**src/rtl/srl16_fifo.sv**
```systemverilog
// ---------------------------------------------------------------------------------------------
// srl16_fifo
//
// Shallow synchronous FIFO built on a WIDTH-wide bank of 16-entry shift registers, the same
// write-shifts-in / address-selects-out structure as an SRL16 LUT primitive. A write shifts the
// whole bank by one (sr[0] is always the newest entry). The read address is derived from the
// occupancy counter (addr = count-1), so the oldest entry is always the one selected. Storage
// never moves on a read; only the counter changes.
//
// Output mode is selected by the SRL16_FIFO_OREG_EN macro:
//   undefined : first-word-fall-through, DOUT = head combinationally, 0 while empty
//   defined   : registered standard-read, DOUT loads the head on an accepted read and holds
//
// Parameters:
//   WIDTH     data width in bits (1..64)
//   AF_LEVEL  ALMOST_FULL asserts when occupancy >= AF_LEVEL (1..15)
//
// Ports:
//   CLK          clock, all state updates on the rising edge
//   RST          synchronous active-high reset, dominates WR_EN/RD_EN
//   DIN          write data
//   WR_EN        write request, accepted when not FULL
//   RD_EN        read request, accepted when not EMPTY
//   DOUT         read data (see output modes above)
//   EMPTY        occupancy == 0
//   FULL         occupancy == 16
//   ALMOST_FULL  occupancy >= AF_LEVEL
//   COUNT        occupancy, 0..16
//   OVERFLOW     one-cycle pulse after a write was rejected (WR_EN while FULL)
//   UNDERFLOW    one-cycle pulse after a read was rejected (RD_EN while EMPTY)
// ---------------------------------------------------------------------------------------------
module srl16_fifo #(
    parameter int unsigned WIDTH    = 8,
    parameter int unsigned AF_LEVEL = 12
) (
    input  logic             CLK,
    input  logic             RST,
    input  logic [WIDTH-1:0] DIN,
    input  logic             WR_EN,
    input  logic             RD_EN,
    output logic [WIDTH-1:0] DOUT,
    output logic             EMPTY,
    output logic             FULL,
    output logic             ALMOST_FULL,
    output logic [4:0]       COUNT,
    output logic             OVERFLOW,
    output logic             UNDERFLOW
);

    localparam int unsigned Depth    = 16;
    localparam logic [4:0]  DepthCnt = 5'd16;
    localparam logic [4:0]  AfLevel  = 5'(AF_LEVEL);

    // -----------------------------------------------------------------------------------------
    // State
    // -----------------------------------------------------------------------------------------
    logic [4:0]       count_q;
    logic [4:0]       count_d;
    logic             empty_q;
    logic             full_q;
    logic             almost_full_q;
    logic             overflow_q;
    logic             underflow_q;

    // Shift-register bank, one 16-deep column per data bit; sr[0] is the newest entry.
    logic [WIDTH-1:0] sr [Depth];

    logic             wr;
    logic             rd;
    logic [3:0]       addr;
    logic [WIDTH-1:0] head;

    // -----------------------------------------------------------------------------------------
    // Handshake gating
    // -----------------------------------------------------------------------------------------
    // Flags are registered, so gating only sees count state: no combinational path from the
    // request inputs to any status output. Reset also blocks the storage shift, since the
    // storage itself has no reset.
    assign wr = WR_EN & ~full_q  & ~RST;
    assign rd = RD_EN & ~empty_q & ~RST;

    // -----------------------------------------------------------------------------------------
    // Occupancy counter
    // -----------------------------------------------------------------------------------------
    always_comb begin
        count_d = count_q;
        unique case ({wr, rd})
            2'b10:   count_d = count_q + 5'd1;
            2'b01:   count_d = count_q - 5'd1;
            default: count_d = count_q;   // both or neither: occupancy holds
        endcase
    end

    // Flags are decoded from the next count so they line up with COUNT after each edge.
    always_ff @(posedge CLK) begin
        if (RST) begin
            count_q       <= 5'd0;
            empty_q       <= 1'b1;
            full_q        <= 1'b0;
            almost_full_q <= 1'b0;
            overflow_q    <= 1'b0;
            underflow_q   <= 1'b0;
        end else begin
            count_q       <= count_d;
            empty_q       <= (count_d == 5'd0);
            full_q        <= (count_d == DepthCnt);
            almost_full_q <= (count_d >= AfLevel);
            overflow_q    <= WR_EN & full_q;
            underflow_q   <= RD_EN & empty_q;
        end
    end

    // -----------------------------------------------------------------------------------------
    // Storage: pure shift on accepted write, never cleared (matches SRL primitives)
    // -----------------------------------------------------------------------------------------
    always_ff @(posedge CLK) begin
        if (wr) begin
            sr[0] <= DIN;
            for (int i = 1; i < Depth; i++) begin
                sr[i] <= sr[i-1];
            end
        end
    end

    // Oldest entry sits at count-1. With count == 16 the low nibble is 0 and the subtraction
    // wraps to 15, which is exactly the oldest slot. With count == 0 the address is 15 but the
    // selected (possibly stale) word is masked by EMPTY.
    assign addr = count_q[3:0] - 4'd1;
    assign head = sr[addr];

    // -----------------------------------------------------------------------------------------
    // Read data path
    // -----------------------------------------------------------------------------------------
`ifdef SRL16_FIFO_OREG_EN
    logic [WIDTH-1:0] dout_q;

    // Sampled before the shift of a simultaneous write lands, so it is still the oldest entry.
    always_ff @(posedge CLK) begin
        if (RST) begin
            dout_q <= '0;
        end else if (rd) begin
            dout_q <= head;
        end
    end

    assign DOUT = dout_q;
`else
    assign DOUT = empty_q ? '0 : head;
`endif

    // -----------------------------------------------------------------------------------------
    // Status outputs
    // -----------------------------------------------------------------------------------------
    assign EMPTY       = empty_q;
    assign FULL        = full_q;
    assign ALMOST_FULL = almost_full_q;
    assign COUNT       = count_q;
    assign OVERFLOW    = overflow_q;
    assign UNDERFLOW   = underflow_q;

endmodule
```
**config.mk**
```make
export PLATFORM = sky130hd
export DESIGN_NAME = srl16_fifo
export DESIGN_NICKNAME = d
export VERILOG_FILES = /design/src/rtl/srl16_fifo.sv
export SDC_FILE = /design/constraint.sdc
export NUM_CORES = 1
export LEC_CHECK = 0
export CORE_MARGIN = 3
export CORE_UTILIZATION = 45
export DETAILED_ROUTE_END_ITERATION = 6
export PLACE_DENSITY_LB_ADDON = 0.08
export SYNTH_ARGS = -nofsm -noshare
export SYNTH_HDL_FRONTEND = slang
export SYNTH_SLANG_ARGS = --single-unit
export TNS_END_PERCENT = 5
```
**constraint.sdc**
```tcl
create_clock -name CLK -period 7.7 [get_ports CLK]
set_clock_uncertainty 0.2 [all_clocks]
set_input_delay 1.925 -clock CLK [delete_from_list [all_inputs] [get_ports CLK]]
set_output_delay 1.925 -clock CLK [all_outputs]
set_load 0.03 [all_outputs]
```
### After elaboration in Yosys (flattened, before gate mapping)

Memories as Yosys holds them, arrays and structs flattened.
Index checks and enable logic that the tools add are counted.

* add/subtract/negate cells: 3
* order comparisons: 1
* eq/ne operators: 3
* muxes and demuxes: 4
* bitwise operators: 9
* reduce and logical (&&, ||, !) cells: 1

Operators by type and width (number)
* $pmux 5 s2: 1
* $mux 8: 1
* $and 1x1->1: 6
* $add 5x1->5 const B: 1
* $eq 5x5->1 const B: 1
* $ge 5x4->1 const B: 1
* $logic_not 5->1: 1
* $sub 5x1->5 const B: 1
* $sub 4x1->4 const B: 1
* $not 1->1: 3
* $eq 2x1->1 const B: 1
* $eq 2x2->1 const B: 1
* $mux 1: 2

* register bits: 10
* RAM bits: 128
* input port bits: 12
* word-level logic and storage cells: 28
* memories: 1

Memories
* sr: depth 16, bits a word 8, read ports 16, clocked after memory_dff 0, wr ports 16, line 66 `logic [WIDTH-1:0] sr [Depth];`

### Logic depth before layout (Yosys ltp)

* depth in word-level cells: 6
* gate-level depth with buffers: 12

### Worst setup path before layout

OpenSTA, ideal clock, no wires.

* path kind: input port to flip-flop
* from: input port RST
* to: memory sr[0][0] (enable)
* setup time: 0.481 ns
* arrival time: 4.841 ns
* slack: 2.179 ns
* stages on the path: 4
* cells stage by stage: clkbuf_1 > inv_1 > nand3b_1 > inv_1

RTL lines
* from (decl): line 37 `input logic RST,`
* to (decl): line 66

### Final worst setup path

* from: register count_q[1] (netlist: COUNT[1])
* to: output port DOUT[1]

* word-level cells in the longest chain between the ends: 3

RTL lines
* from (decl): line 57 `logic [4:0] count_q;`
* from (signal assigned): line 104 `count_q <= count_d;`
* $sub 4x1->4: line 128 `assign addr = count_q[3:0] - 4'd1;`
* $mem_v2 16x8
* $mux 8: line 148 `assign DOUT = empty_q ? '0 : head;`
* to (decl): line 41 `output logic [WIDTH-1:0] DOUT,`

No other way between the ends.

==> impl_metrics.toml <==
[placed_design]
postPlaceCellArea_um2 = 6040
port-buffer-count = 29
dpl.hpwl_um = 5840
gp_congestion = 0.750

[clock_tree]
worstSkewPairLatency_ps = 410
cts_tree = "yes"
clock_sinks = 138
cts_hold_buf = 0
cts_setup_buffers = 0
numCtsBuffers = 17
root_buffer = "clkbuf_16"
ctsHtreeMaxLevel = 4
clk_pin_slew_worst_paths_ps = 60
cts_resized = 0
clock_path_buffers = 2

[floorplan]
die_w_um = 118
die_h_um = 118
start_util = 0.464
dieArea_um2 = 13900
io_pins = 30
rows = 40
core_region_area_um2 = 12100

[logic_synthesis]
synthFlopType = "edfxtp_1"
ys_types = 40
synth-seq-cells = 138
synth-seq-area-share = 0.719
syn_area_um2 = 5620
syn_inst = 320
synth_edf_count = 128
avgSynthCellArea_um2 = 17.6
synth_nets = 336
yosysWarningCount = 0
synthArstFlopShare = 0

[global_route]
grt_use_total = 0.146
grt_pass1_vias = 2781
grt_pass1_wl_um = 15400
grt_max_degree = 90
antenna_found_initial = 0
grt_overflow = 0

[drt]
detail-route-antenna-nets = 0
dr.first_iter.drc_count = 242
drt_first_pass_iters = 4
drt_wl_total_um = 9500
drc_errors = 0
vias = 2801
drt-vias-per-instance = 5.26
wl_per_cell_um = 17.8

[cells_and_area]
area_growth_pct = 18.7
fill_cells = 1009
nets = 368
fin_area_um2 = 6670
num_antenna_cells = 0
drive_above_1_share = 0.151

[critical_path]
r2r_slack_ps = 4740
worst-path-max-fanout = 28
critPathRequiredTime_ps = 5580
cp.arrival_ps = 3970
end_kind = "output pin"
path_class = "reg2out"
cp-start-kind = "flop"

[min_path]
min_path_type = "reg2reg"

[run]
drv_cap = 0

[timing]
tns_ps = 0
finalMaxSlewViolations = 0
rsz0062_at_grt = "false"
finalSetupViolations = 0
min_period_over_period = 0.792
fmax_mhz = 164
tightest_slew_ps = 1120
hold_viol = 0
max-slew-margin-rel = 0.251
period_minus_slack_ps = 6100

[pwr]
power_density_nw_per_um2 = 307
power.total_mw = 2.05
vdd_drop_max_v = 0.000173
leakage_nw = 2.35

[run_status]
status = "complete, no violations"
## path summary, 6_finish.rpt
| kind | endpoint | cells after the start | from |
|---|---|---|---|
| worst max-delay path | DOUT[1] | 9 | COUNT[1] |
| worst min-delay path | sr[13][3] | 0 | sr[12][3] |
| worst max register to register | EMPTY | 9 | EMPTY |
| worst min register to register | sr[13][3] | 0 | sr[12][3] |
## layer usage
metal / share of wire / GRT usage
met4: 0.013 / 0.0549
met1: 0.51 / 0.215
met5: 0 / 0
met2: 0.44 / 0.197
met3: 0.037 / 0.0538
## state kept, by name (all words and copies together), names as in the netlist
name	flops
ALMOST_FULL	1
COUNT	5
EMPTY	1
FULL	1
OVERFLOW	1
UNDERFLOW	1
sr	128
## critical path, stage by stage, from the launching register on
cell	delay [ps]
dfxtp_1	540
inv_1	90
ha_1	250
xor2_4	750
buf_4	500
mux2i_1	130
o22ai_1	170
nor2_1	100
a211oi_1	290
clkdlybuf4s50_1	720
## layout make-up
| type | instances | area (um2) | share of cell area |
|---|---|---|---|
| Clock buffer | 17 | 425 | 0.0638 |
| Clock inverter | 15 | 205 | 0.0308 |
| Inverter | 6 | 25.0 | 0.00375 |
| Multi-Input combinational cell | 156 | 1440 | 0.216 |
| Sequential cell | 138 | 4040 | 0.606 |
| Tap cell | 168 | 210 | 0.0315 |
| Timing Repair Buffer | 33 | 320 | 0.0480 |
## metrics by stage
step                instances  utilization  setup WS, ps  hold WS [ps]
floorplan                 320            -          2180           221
global placement          501        0.499          2010           223
detailed placement        501        0.499          2010           232
CTS                       533        0.551          1540           244
global route              533        0.551          1330           252
finish                    533        0.551          1600           238
## Yosys cell counts, types with 3 or more instances
cell | n | share of area
buf_4 | 5 | 0.0067
buf_2 | 7 | 0.0062
mux2i_1 | 34 | 0.061
xor2_1 | 5 | 0.0078
xnor2_1 | 3 | 0.0047
edfxtp_1 | 128 | 0.68
nor2b_1 | 11 | 0.012
mux4_2 | 16 | 0.064
ha_1 | 4 | 0.0089
inv_1 | 6 | 0.0040
clkbuf_1 | 5 | 0.0033
o21ai_0 | 3 | 0.0027
nand2_1 | 5 | 0.0033
o22ai_1 | 17 | 0.019
dfxtp_1 | 10 | 0.036
a211oi_1 | 16 | 0.021
nor2_1 | 15 | 0.010
## report_power, final
group | switching (mW) | leakage, nW | total (mW) | internal (mW)
clock network | 0.288 | 0.308 | 0.857 | 0.568
logic | 0.182 | 0.755 | 0.318 | 0.136
registers | 0.0205 | 1.28 | 0.876 | 0.855
## cells in the final DEF, fill, tap and decap left out, types with 10 or more instances in the layout
cell / instances
clkdlybuf4s50_1: 29
edfxtp_1: 128
nor2b_1: 11
mux2i_1: 34
a211oi_1: 16
mux4_2: 16
clkbuf_16: 17
dfxtp_1: 10
o22ai_1: 17
nor2_1: 15
## kinds of logic (layout without fill, tap and decap cells)
logic type      Yosys count  count (layout)  synth area share
flops                   138             138             0.719
mux                      51              51             0.127
compound gates           47              47            0.0590
simple gates             46              46            0.0452
buf+inv                  26              71            0.0278
xor+xnor                  8               8            0.0125
fa+ha+maj                 4               4           0.00890
No activity file was read; power rests on OpenSTA's default activity.
